## src/rtl/hack_seq.sv

```systemverilog
// hack_seq: multi-cycle control sequencer for the Hack CPU datapath.
// Steps each instruction through FETCH -> DECODE -> (MEM) -> EXEC. It holds a
// private copy of the instruction word and resolves jumps from ALU flags.
//
// Ports:
//   clk              rising-edge clock
//   reset            asynchronous active-low reset
//   instr[15:0]      ROM instruction word, valid with imem_ack
//   imem_ack         ROM acknowledge
//   dmem_ack         RAM acknowledge (read data valid / write accepted)
//   zr, ng           ALU zero / negative flags for the current computation
//   halt_req         stop at the next instruction boundary
//   pc_reset/load/inc  program counter strobes
//   imem_req         ROM read request
//   ir_load          instruction register enable
//   a_load, d_load   A / D register enables
//   dmem_req/we      RAM request / write enable
//   state[2:0]       current state (debug)
//   halted           high in HALT
module hack_seq #(
  parameter int unsigned RESET_CYCLES = 2
) (
  input  logic        clk,
  input  logic        reset,
  input  logic [15:0] instr,
  input  logic        imem_ack,
  input  logic        dmem_ack,
  input  logic        zr,
  input  logic        ng,
  input  logic        halt_req,
  output logic        pc_reset,
  output logic        pc_load,
  output logic        pc_inc,
  output logic        imem_req,
  output logic        ir_load,
  output logic        a_load,
  output logic        d_load,
  output logic        dmem_req,
  output logic        dmem_we,
  output logic [2:0]  state,
  output logic        halted
);

  typedef enum logic [2:0] {
    S_BOOT   = 3'd0,
    S_FETCH  = 3'd1,
    S_DECODE = 3'd2,
    S_MEM    = 3'd3,
    S_EXEC   = 3'd4,
    S_HALT   = 3'd5
  } state_t;

  localparam logic [3:0] BOOT_LAST = 4'(RESET_CYCLES - 1);

  state_t      r_state;
  state_t      w_next;
  logic [3:0]  r_boot_cnt;
  logic [15:0] r_ir;
  logic        w_jump;
  logic        w_exec_done;
  logic        w_unused_ir;

  // Only the type, a-bit, dest and jump fields steer the sequencer.
  assign w_unused_ir = ^{r_ir[14:13], r_ir[11:6]};

  assign w_jump = (r_ir[2] & ng) | (r_ir[1] & zr) | (r_ir[0] & ~ng & ~zr);
  // A memory write must be accepted before the instruction can retire.
  assign w_exec_done = ~r_ir[3] | dmem_ack;

  always_ff @(posedge clk or negedge reset) begin
    if (!reset) begin
      r_state    <= S_BOOT;
      r_boot_cnt <= '0;
      r_ir       <= '0;
    end else begin
      r_state <= w_next;
      if (r_state == S_BOOT) r_boot_cnt <= r_boot_cnt + 4'd1;
      else                   r_boot_cnt <= '0;
      if ((r_state == S_FETCH) && imem_ack) r_ir <= instr;
    end
  end

  always_comb begin
    w_next   = r_state;
    pc_reset = 1'b0;
    pc_load  = 1'b0;
    pc_inc   = 1'b0;
    imem_req = 1'b0;
    ir_load  = 1'b0;
    a_load   = 1'b0;
    d_load   = 1'b0;
    dmem_req = 1'b0;
    dmem_we  = 1'b0;
    halted   = 1'b0;
    case (r_state)
      S_BOOT: begin
        pc_reset = 1'b1;
        if (r_boot_cnt >= BOOT_LAST) w_next = S_FETCH;
      end
      S_FETCH: begin
        imem_req = 1'b1;
        ir_load  = imem_ack;
        if (imem_ack) w_next = S_DECODE;
      end
      S_DECODE: begin
        if (!r_ir[15]) begin
          a_load = 1'b1;
          pc_inc = 1'b1;
          w_next = halt_req ? S_HALT : S_FETCH;
        end else begin
          w_next = r_ir[12] ? S_MEM : S_EXEC;
        end
      end
      S_MEM: begin
        dmem_req = 1'b1;
        if (dmem_ack) w_next = S_EXEC;
      end
      S_EXEC: begin
        dmem_req = r_ir[3];
        dmem_we  = r_ir[3];
        if (w_exec_done) begin
          d_load  = r_ir[4];
          a_load  = r_ir[5];
          pc_load = w_jump;
          pc_inc  = ~w_jump;
          w_next  = halt_req ? S_HALT : S_FETCH;
        end
      end
      S_HALT: begin
        halted = 1'b1;
      end
      default: w_next = S_BOOT;
    endcase
  end

  assign state = r_state;

endmodule

```

## config.mk

```make
export PLATFORM = sky130hd
export DESIGN_NAME = hack_seq
export DESIGN_NICKNAME = d
export VERILOG_FILES = /design/src/rtl/hack_seq.sv
export SDC_FILE = /design/constraint.sdc
export NUM_CORES = 1
export LEC_CHECK = 0
export ABC_AREA = 1
export BUFFER_PORTS_ARGS = -buffer_cell sky130_fd_sc_hd__buf_4
export CAP_MARGIN = 10
export CELL_PAD_IN_SITES_DETAIL_PLACEMENT = 1
export CELL_PAD_IN_SITES_GLOBAL_PLACEMENT = 2
export CORE_MARGIN = 3
export CORE_UTILIZATION = 26
export CTS_CLUSTER_SIZE = 10
export DETAILED_ROUTE_END_ITERATION = 10
export PLACE_DENSITY = 0.81
export SYNTH_ARGS = -nofsm -noshare
export SYNTH_HDL_FRONTEND = slang
export SYNTH_SLANG_ARGS = --single-unit
```

## constraint.sdc

```tcl
create_clock -name clk -period 1.9 [get_ports clk]
set_input_delay 0.38 -clock clk [delete_from_list [all_inputs] [get_ports clk]]
set_output_delay 0.38 -clock clk [all_outputs]
set_load 0.05 [all_outputs]
```

Yosys cells after proc, flatten, opt, wreduce, memory -nomap -nowiden
Cells that the tools add are included.
{"block": "word_totals", "input_bits": 23, "regBits": 23}
{"block": "classes", "n_bitwise": 12, "n_eq_ne": 9, "order_cmp": 1, "mux": 24, "reduce_logical": 3, "add_sub_neg": 1}
{"cell": "two-way mux 3 bit", "count": 7}
{"cell": "one-hot mux 3 bit (6 select lines)", "count": 1}
{"cell": "two-way mux 1 bit", "count": 12}
{"cell": "equality test 3 x 2 -> 1 bit (second input constant)", "count": 2}
{"cell": "equality test 3 bit (second input constant)", "count": 2}
{"cell": "inequality test 2 bit (second input constant)", "count": 3}
{"cell": "one-hot mux 1 bit (2 select lines)", "count": 3}
{"cell": "NOT 1 bit", "count": 5}
{"cell": "AND reduction 5 bit", "count": 1}
{"cell": "adder 4 x 1 -> 4 bit (second input constant)", "count": 1}
{"cell": "AND 1 bit", "count": 4}
{"cell": "greater-or-equal comparator 4 x 1 -> 1 bit (second input constant)", "count": 1}
{"cell": "two-way mux 4 bit", "count": 1}
{"cell": "equality test 3 x 1 -> 1 bit (second input constant)", "count": 1}
{"cell": "zero test 3 bit", "count": 1}
{"cell": "bitwise OR 1 bit", "count": 3}
{"cell": "inequality test 2 x 1 -> 1 bit (second input constant)", "count": 1}
{"cell": "logical AND 1 bit", "count": 1}

Depth between registers and ports, before layout
{"block": "depth", "word_depth": 7, "mapped_depth": 10, "mapped_depth_nobuf": 10}

Worst setup path before layout
OpenSTA, ideal clock, no wires.
{"block": "synth_timing", "path_kind": "register to output", "startpoint": "register r_state[0], in the netlist state[0]", "endpoint": "output port pc_load", "stages_incl_launch_ff": 4, "path_buffers": 0, "arrival_time_ns": 1.733, "required_time_ns": 1.520, "setup_slack_ns": -0.213, "path_cell_list": "dfrtp_1 nor2_2 nand3_1 nor2_1"}
{"block": "synth_between", "elab_chain_cells": 2}
{"element": "start, declared", "line_no": "55", "rtl": "state_t r_state;"}
{"element": "start signal, assigned", "line_no": "76", "rtl": "r_state <= w_next;"}
{"element": "equality test 3 bit", "line_no": "95", "rtl": "case (r_state)"}
{"element": "two-way mux 1 bit", "line_no": "95"}
{"element": "end, declared", "line_no": "32", "rtl": "output logic pc_load,"}
Every way passes these cells.

Final worst setup path
{"block": "layout_timing", "startpoint": "register r_state[1], in the netlist state[1]", "endpoint": "output port dmem_req"}
{"block": "layout_between", "elab_chain_cells": 2}
{"element": "equality test 3 bit or equality test 3 x 2 -> 1 bit (tied branches)", "line_no": "95"}
{"element": "one-hot mux 1 bit (2 select lines) (*)", "line_no": "95"}
{"element": "end, declared", "line_no": "38", "rtl": "output logic dmem_req,"}
Every way passes the cells marked *; elsewhere a longest branch is shown, timed or not.

==> impl_metrics.yaml <==
floorplanning:
  die_area_um2: 4020
  placementRows: 20
  die-height_um: 63.4
  num_io_pins: 36
  initial_utilization: 0.276
  floorplan.die.width_um: 63.4
  standard_cell_core_area_um2: 3100
place:
  io_buffer_count: 27
  gp_congestion: 0.728
  detailed_place_hpwl_um: 1800
synthesis:
  syn-instance-count: 114
  synth.top_cells.by_count: "39 x nand2_1, 15 x dfrtp_1, 14 x nor2_1"
  async_flop_share: 1.00
  most_common_cell_in_the_netlist: "nand2_1"
  synth_warnings: 0
  syn_nets: 140
  synth_top_area_cell: "dfrtp_1"
  synth-compound-area-share: 0.0336
  synth_top_family_by_area: "simple AND/OR/NAND/NOR gates"
  synth_enable_flop_cells: 0
  synth_xor_area_frac: 0.0205
  synth.cell_area_um2: 856
  synth_simple_gate_area_frac: 0.385
  synth_seq_cells: 15
  synthMuxAreaShare: 0
  syn_area_per_cell_um2: 7.51
  post_synth_num_cell_types: 21
  seq_area_frac_synth: 0.439
  synth-main-ff-cell: "dfrtp_1"
  synthAdderAreaFrac: 0.0439
  post_synth_main_area_contributors: "dfrtp_1 44%, nand2_1 17%, nor2_1 6.1%"
  synth_top_area_frac: 0.439
power_and_ir_drop:
  swShare: 0.511
  sequentialPowerShare: 0.292
  comb_power_share: 0.613
  power.static_leakage_uw: 0.000674
  clkPwrFrac: 0.095
  internal_power_uw: 955
  power_per_cell_area_nw_per_um2: 1610
  power.switching_uw: 996
  vdd.ir_drop.worst_mv: 0.505
timing:
  timing.final.setup_violations: 0
  final_hold_viol_count: 0
  max_slew.worst_pin.slew_ps: 209
  max_freq_mhz: 553
  fin_worst_skew_ps: 3.01
  relSlewSlack: 0.860
  layout_worst_path_cycle_share: 0.952
  timing.final.max_slew_violations: 0
  min_period_ps: 1810
  setup-tns-final_ps: 0
setup_path:
  crit_chain: "nor2_2, buf_4, nand3_1, nand2_2, buf_6"
  worst_ep_required_time_ps: 1520
  timing.critical_path.slowest_cell_delay_ps: 460
  worstSetupPathType: "register to primary output"
  critPathSlowestCell: "dfrtp_2"
  setup.worst_path.start_class: "register"
  cp-end-kind: "primary output"
  arrival_ps: 1430
  timing.critical_path.fanout_max: 6
grt:
  grt_max_degree: 16
  globalRouteOverflowTotal: 0
  global_route_wire_length_before_repair_um: 3680
  groute.usage.overall: 0.115
  grt_antenna_before_repair: 0
  first_global_vias: 846
clocking:
  path_clk_slew_ps: 90
  clk_root_buffer_cell: "clkbuf_4"
  clk_path_buf_depth: 2
  numClockSinks: 15
  insertion_delay_ps: 280
  cts-buffers-inserted: 3
  clock_tree_from_tritoncts: "built"
  htreeDepth: 1
run_status:
  status: "finished, final reports clean"
cells_and_area:
  fin_util: 0.391
  fillers: 416
  antenna_cells_inserted: 0
  design.final.nets: 178
  share_of_post_route_cells_with_drive_strength_above_1: 0.364
  area_growth_pct: 41.8
routing:
  drt_drc_violations_left: 0
  wl_per_cell_um: 11.4
  total_met2_wirelength_after_detailed_routing_um: 1060
  wl_met3_um: 165
  initialDrtViolationCount: 10
  vias_per_cell: 4.23
  detailedRoute.firstPassIterationCount: 2
  route.final.wire_length_um: 2220
  final_antenna_net_count: 0
  routedLengthMet1_um: 1000
  detailroute.via_count: 824
  highest_layer: "met3"
hold_path:
  min_path_type: "input port to register"
flow_run:
  cap_viol_max_count: 0
layer usage:
metal | global-route usage | up-vias
li1 | - | 423
met1 | 0.140 | 377
met2 | 0.192 | 24
met3 | 0.0392 | 0
met4 | 0.0323 | 0
met5 | 0 | -
final cells by class:
cell class                 count  area (um^2)  area share
multi-input combinational     83          428       0.353
sequential                    15          379       0.312
timing repair buffer          34          269       0.222
inverter                      15         56.3      0.0464
tap                           44         55.1      0.0454
clock buffer                   4         26.3      0.0216
critical path, delay by kind of cell, from the launching register on:
family,cells,cell delay (ps)
buffers and inverters,2,310
and+or+nand+nor,3,370
DFF,1,460
power by group through the flow:
stage	combinational (uW)	clock, uW	sequential [uW]
floorplan	744	0	634
global placement	1120	0	578
detailed placement	1150	0	586
CTS	1160	200	582
global route	1310	215	593
finish	1200	185	570
path summary, 6_finish.rpt:
check                                     start              endpoint  slack [ps]  cells after the start
setup reg to reg           state[1]$_DFFE_PN0P_  state[2]$_DFFE_PN0P_         580                      8
setup / recovery           state[1]$_DFFE_PN0P_              dmem_req          90                      5
max in group asynchronous                 reset  state[0]$_DFFE_PN0P_        1230                      2
hold / removal                        instr[12]  r_ir[12]$_DFFE_PN0P_         290                      3
hold reg to reg             r_ir[5]$_DFFE_PN0P_   r_ir[5]$_DFFE_PN0P_         490                      2
min in group asynchronous                 reset  state[1]$_DFFE_PN0P_         480                      2
flip-flops by register name, indices dropped and copies added, names as in the netlist:
name	flops
r_ir	8
r_boot_cnt	4
state	3
repair_timing:
action	in CTS	in global routing
pin swaps	0	1
hold buffers	1	0
setup endpoints to repair	3	2
resized for setup	2	5
setup buffers	0	2
hold endpoints to repair	15	0
cell usage in the layout, fill, tap and decap left out:
master / instances
xor2_1: 1
clkbuf_1: 1
nand2_1: 39
dfrtp_1: 12
buf_4: 30
dlygate4sd3_1: 1
dfrtp_2: 3
o21ai_1: 1
xnor2_1: 1
buf_6: 3
nor2_1: 10
or2_2: 1
nand3_1: 8
nand3_2: 1
clkbuf_4: 3
a21oi_1: 1
nor2_4: 1
nand2_2: 3
inv_1: 13
inv_2: 2
nand4_1: 1
ha_1: 3
o21ai_0: 2
nor2_2: 6
nand2_4: 2
nor3b_1: 1
a22o_1: 1
metrics by stage:
step	instances	instance area [um^2]	worst slack, ps	hold WS, ps	power [uW]
final	195	1210	91.9	286	1950
after global routing	195	1210	-1.59	274	2120
after CTS	193	1180	5.71	273	1940
after detailed placement	188	1140	277	255	1740
after global placement	188	1140	313	250	1700
after floorplan	114	865	-36.2	84.4	1380
cell families (layout without fill, tap and decap cells):
kind of cell | Yosys count | after routing
AOI/OAI and AO/OA | 5 | 5
and+or+nand+nor | 73 | 73
buffers and inverters | 16 | 53
DFF | 15 | 15
xor gates and xnor gates | 2 | 2
adders and majority gates | 3 | 3
No activity file was read; power rests on OpenSTA's default activity.
